<file path="config.mk">
export PLATFORM = sky130hd
export DESIGN_NAME = register_file_sb
export DESIGN_NICKNAME = d
export VERILOG_FILES = /design/src/rtl/register_file_sb.sv
export SDC_FILE = /design/constraint.sdc
export NUM_CORES = 2
export LEC_CHECK = 0
export CORE_MARGIN = 1.5
export CORE_UTILIZATION = 32
export DETAILED_ROUTE_END_ITERATION = 8
export MAX_ROUTING_LAYER = met4
export PLACE_DENSITY = 0.44
export SYNTH_ARGS = -nofsm -noshare
export SYNTH_HDL_FRONTEND = slang
export SYNTH_SLANG_ARGS = --single-unit
</file>
<file path="constraint.sdc">
create_clock -name clk -period 97 [get_ports clk]
set_input_delay 9.7 -clock clk [delete_from_list [all_inputs] [get_ports clk]]
set_output_delay 9.7 -clock clk [all_outputs]
set_load 0.01 [all_outputs]
</file>
<file path="src/rtl/register_file_sb.sv">
//------------------------------------------------------------------------------
// Module   : register_file_sb
// Brief    : 2-read/2-write register file with write-through bypass and a
//            per-register pending-load scoreboard for hazard detection.
// Revision : 1.0 - initial release
//------------------------------------------------------------------------------
`default_nettype none

module register_file_sb #(
    parameter int DATA_W   = 32,
    parameter int ADDR_W   = 5,
    parameter int ZERO_REG = 1
) (
    input  logic              clk,
    input  logic              rst,
    input  logic              r_wr_en,
    input  logic [ADDR_W-1:0] w_reg,
    input  logic [DATA_W-1:0] w_data,
    input  logic              r_wr2_en,
    input  logic [ADDR_W-1:0] w_reg2,
    input  logic [DATA_W-1:0] w_data2,
    input  logic              sb_set_en,
    input  logic [ADDR_W-1:0] sb_set_reg,
    input  logic [ADDR_W-1:0] r_reg1,
    input  logic [ADDR_W-1:0] r_reg2,
    output logic [DATA_W-1:0] r1_data,
    output logic [DATA_W-1:0] r2_data,
    output logic              r1_busy,
    output logic              r2_busy,
    output logic [ADDR_W:0]   busy_cnt
);

    localparam int          c_DEPTH = 1 << ADDR_W;
    localparam logic [ADDR_W:0] c_ONE = (ADDR_W+1)'(1);

    logic [DATA_W-1:0]  mem_q [c_DEPTH];
    logic [DATA_W-1:0]  mem_d [c_DEPTH];
    logic [c_DEPTH-1:0] busy_q;
    logic [c_DEPTH-1:0] busy_d;
    logic [ADDR_W:0]    cnt_q;
    logic [ADDR_W:0]    cnt_d;

    logic w_a_ok;
    logic w_b_ok;
    logic w_set_ok;
    logic w_inc;
    logic w_dec;

    // Register 0 is filtered out of every write/set/clear when hardwired.
    always_comb begin
        w_a_ok   = r_wr_en   && !((ZERO_REG != 0) && (w_reg == '0));
        w_b_ok   = r_wr2_en  && !((ZERO_REG != 0) && (w_reg2 == '0));
        w_set_ok = sb_set_en && !((ZERO_REG != 0) && (sb_set_reg == '0));
    end

    // Port A is applied last so it wins an address collision with port B.
    always_comb begin
        mem_d = mem_q;
        if (w_b_ok) begin
            mem_d[w_reg2] = w_data2;
        end
        if (w_a_ok) begin
            mem_d[w_reg] = w_data;
        end
    end

    // Set is applied after clear so a same-cycle set/clear leaves the bit at 1.
    always_comb begin
        busy_d = busy_q;
        if (w_b_ok) begin
            busy_d[w_reg2] = 1'b0;
        end
        if (w_set_ok) begin
            busy_d[sb_set_reg] = 1'b1;
        end
    end

    always_comb begin
        w_inc = w_set_ok && !busy_q[sb_set_reg];
        w_dec = w_b_ok && busy_q[w_reg2] && !(w_set_ok && (sb_set_reg == w_reg2));
        cnt_d = cnt_q;
        if (w_inc && !w_dec) begin
            cnt_d = cnt_q + c_ONE;
        end else if (w_dec && !w_inc) begin
            cnt_d = cnt_q - c_ONE;
        end
    end

    always_ff @(posedge clk or posedge rst) begin
        if (rst) begin
            for (int i = 0; i < c_DEPTH; i++) begin
                mem_q[i] <= '0;
            end
            busy_q <= '0;
            cnt_q  <= '0;
        end else begin
            mem_q  <= mem_d;
            busy_q <= busy_d;
            cnt_q  <= cnt_d;
        end
    end

    // Read mux: zero register, then port A, then port B, then array.
    always_comb begin
        if (rst || ((ZERO_REG != 0) && (r_reg1 == '0))) begin
            r1_data = '0;
        end else if (r_wr_en && (w_reg == r_reg1)) begin
            r1_data = w_data;
        end else if (r_wr2_en && (w_reg2 == r_reg1)) begin
            r1_data = w_data2;
        end else begin
            r1_data = mem_q[r_reg1];
        end

        if (rst || ((ZERO_REG != 0) && (r_reg2 == '0))) begin
            r2_data = '0;
        end else if (r_wr_en && (w_reg == r_reg2)) begin
            r2_data = w_data;
        end else if (r_wr2_en && (w_reg2 == r_reg2)) begin
            r2_data = w_data2;
        end else begin
            r2_data = mem_q[r_reg2];
        end
    end

    assign r1_busy  = busy_q[r_reg1];
    assign r2_busy  = busy_q[r_reg2];
    assign busy_cnt = cnt_q;

endmodule

`default_nettype wire
</file>
==> flow_summary.yaml <==
timing:
  max_freq_mhz: 40.1
  tns_ns: 0
  finalMaxSlewViolations: 0
  worst_pin_slew_ns: 1.27
  fin_worst_skew_ns: 0.0161
  rsz0062_at_grt: "no"
  final.period_utilization_pct: 25.7
  final-setup-viol-count: 0
  worst_slack_ns: 72.09
  slew-limit-headroom_pct: 15.2
  layout_min_cycle_time_ns: 24.91
  timing.final.hold_violations: 0
yosys:
  synth_top_family_by_area: "multiplexers"
  yosys.area_share.adder_pct: 0.140
  yosysTopAreaCellShare_pct: 39.1
  netlist_top_cells_count: "1,234 x mux2i_1, 1,062 x dfrtp_1, 805 x a21oi_1, 710 x nor2_1, 557 x clkbuf_1"
  ys_seq_area_share_pct: 39.1
  synth_top_area_cell: "dfrtp_1"
  synthSimpleGateAreaFrac_pct: 7.08
  synth_xor_area_share_pct: 0.386
  synth_cells: 6625
  synth_most_common_cell: "mux2i_1"
  synth-compound-area-share_pct: 15.1
  yosys_register_bits: 1062
  synth_edf_count: 0
  syn-num-nets: 6726
  synth_cell_types: 62
  synth-async-reset-ratio_pct: 100
  yosys_warnings: 0
  syn_area_mm2: 0.0680
  synth_flop_cell: "dfrtp_1"
  synth.area.mux_share_pct: 32.2
  yosys-top-cells-area: "dfrtp_1 39%, mux2i_1 18%, mux4_2 13%"
  syn_area_per_cell_um2: 10.3
drt:
  routed_via_density: 6.06
  drtAntennaViolNets: 0
  wl_met2_um: 143000
  highest_layer: "met4"
  remaining_drc_errors: 0
  wl_per_cell_um: 34.2
  vias: 55815
  drt_wl_total_um: 314000
  firstDrtPassIters: 7
  wl_met3_um: 23500
  first_iter_violations: 6531
  wl_met1_um: 132000
critical_path:
  crit_type: "in2out"
  rr_worst_depth: 13
  cp_top_family: "buffers and inverters"
  cp.required_ns: 87.30
  path_common_cell: "buf_4"
  cp_cell_sequence: "buf_8, buf_4, buf_4, buf_4, mux2_2, a21oi_1, o21ai_0, o221ai_1, a2111oi_0, a221o_1, clkdlybuf4s50_1"
  critPathMaxFanout: 76
  worst_setup_path_end_kind: "output port"
  worstSetupPathDepth: 11
  worstSetupStartpoint: "r_reg2[0]"
  cp.arrival_ns: 15.21
  worstSetupEndpoint: "r2_data[15]"
  path_buf_inv: 5
  cp_slowest_cell: "buf_4"
  max_stage_delay_ns: 0.86
  r2r-start: "busy_q[27]"
  rrSetupSlack_ns: 93.34
  crit_path_start_kind: "primary input"
  r2r-end: "busy_cnt[5]"
power_and_ir_drop:
  leakage_nw: 32.7
  vdd_ir_drop_max_mv: 0.0204
  power_density_mw_per_mm2: 20.9
place:
  pre_cts_slack_ns: 72.15
  port_buffers: 165
  gp_congestion: 0.833
  place_inst: 8955
  place_area_mm2: 0.0714
  dpl.hpwl_um: 171000
cells_and_area:
  fin_nets: 6374
  finalNonFillerCells: 9203
  drive_gt1_share_pct: 15.2
  fin_util_pct: 36.0
  final_cell_area_mm2: 0.0761
  syn2layout_area_growth_pct: 11.9
die:
  pin_count: 166
  dieHeight_um: 464
  dieArea_mm2: 0.215
  start_util_pct: 32.1
  core_area_mm2: 0.212
  dieWidth_um: 464
  rows: 169
cts:
  htreeDepth: 4
  hold_buffers: 0
  cts.sinks: 1062
  clk_latency_ns: 0.79
  cts-resized-gates: 0
  cts_setup_buffers: 0
  clk_pin_slew_ns: 0.05
  clk_path_buf_depth: 3
  cts_tree: "built"
  root_buffer: "clkbuf_16"
  cts_made_buffers: 137
hold_path:
  hold_path.class: "reg2reg"
  hold_depth: 0
status:
  status: "finished clean"
grt:
  antenna_found_initial: 11
  grt_pass1_wl_um: 441000
  grt_max_degree: 146
  grt_usage_pct: 29.4
  overflow: 0
  grt_pass1_vias: 53691
flow_run:
  maxCapViolations: 0
[power by group]
group / leakage, nW / total (mW) / switching [mW] / internal, mW
clock network: 2.29 / 0.542 / 0.219 / 0.323
registers: 12.9 / 0.654 / 0.0945 / 0.560
logic: 17.5 / 0.397 / 0.192 / 0.205
[flip-flops by register name (all words and copies together) (netlist names)]
signal / flops
busy_q: 32
mem_q: 1024
busy_cnt: 6
[final cells by class]
class,count,area [um^2]
fill,20863,136000
multi-input combinational,4661,37900
sequential,1062,26600
clock buffer,207,4170
tap,2821,3530
timing repair buffer,363,3210
clock inverter,35,489
inverter,48,189
antenna,6,15.0
[per-layer routing]
| metal | up-vias | GRT usage [%] |
|---|---|---|
| li1 | 23763 | - |
| met1 | 28541 | 38.5 |
| met2 | 2824 | 44.4 |
| met3 | 687 | 5.30 |
| met4 | 0 | 12.9 |
| met5 | - | - |
[cell usage in the layout (no fill, tap or decap), types with 8 or more instances in the layout]
cell	count
nor2_4	21
mux4_2	387
clkinv_2	16
dfrtp_1	1062
a2111oi_0	23
nor2b_1	11
mux2_2	73
o21ai_0	384
clkdlybuf4s50_1	156
a221o_1	34
inv_1	45
nor2_1	693
clkbuf_16	144
o21ai_1	32
bufinv_16	10
o221ai_1	217
a21oi_1	805
a22o_1	9
xor2_1	23
clkbuf_8	34
a22oi_1	31
nand2_1	388
nand2_4	31
a2111oi_1	8
nand3_1	11
mux2i_1	1234
o22ai_1	36
a32oi_1	69
buf_4	193
clkbuf_1	30
a211o_1	33
nand3_4	11
[cells by family (layout without fill, tap and decap cells)]
family                     after synthesis  after routing
AOI/OAI and AO/OA                     1705           1705
adders and majority gates                7              7
xor gates and xnor gates                30             30
and+or+nand+nor                       1225           1225
muxes                                 1694           1694
DFF                                   1062           1062
buffers and inverters                  902            653
other                                    0              6
[worst reg2reg max path, stage by stage (launching register included)]
cell     delay (ns)
dfrtp_1        0.41
mux4_2         0.50
mux4_2         0.51
nor2b_1        0.15
nor4_1         0.26
ha_1           0.28
inv_1          0.15
ha_1           0.36
a21oi_1        0.14
nand2_1        0.10
a21o_1         0.19
a21oi_1        0.17
mux2i_1        0.23
xnor2_1        0.14
[how the worst min path moves through the flow]
stage                            from     endpoint  slack (ns)
after global routing      mem_q[1009]  mem_q[1009]        0.41
after global placement    mem_q[1012]  mem_q[1012]        0.38
after CTS                 mem_q[1008]  mem_q[1008]        0.40
after floorplan           mem_q[1000]  mem_q[1000]        0.44
after detailed placement  mem_q[1021]  mem_q[1021]        0.38
final                     mem_q[1020]  mem_q[1020]        0.39
[per-stage QoR]
step	power (mW)	hold slack [ns]
6_report	1.59	0.393
5_1_grt	1.67	0.407
4_1_cts	1.60	0.397
3_5_place_dp	1.05	0.383
3_3_place_gp	1.04	0.376
2_1_floorplan	0.929	0.441
(Power assumes the default switching activity.)
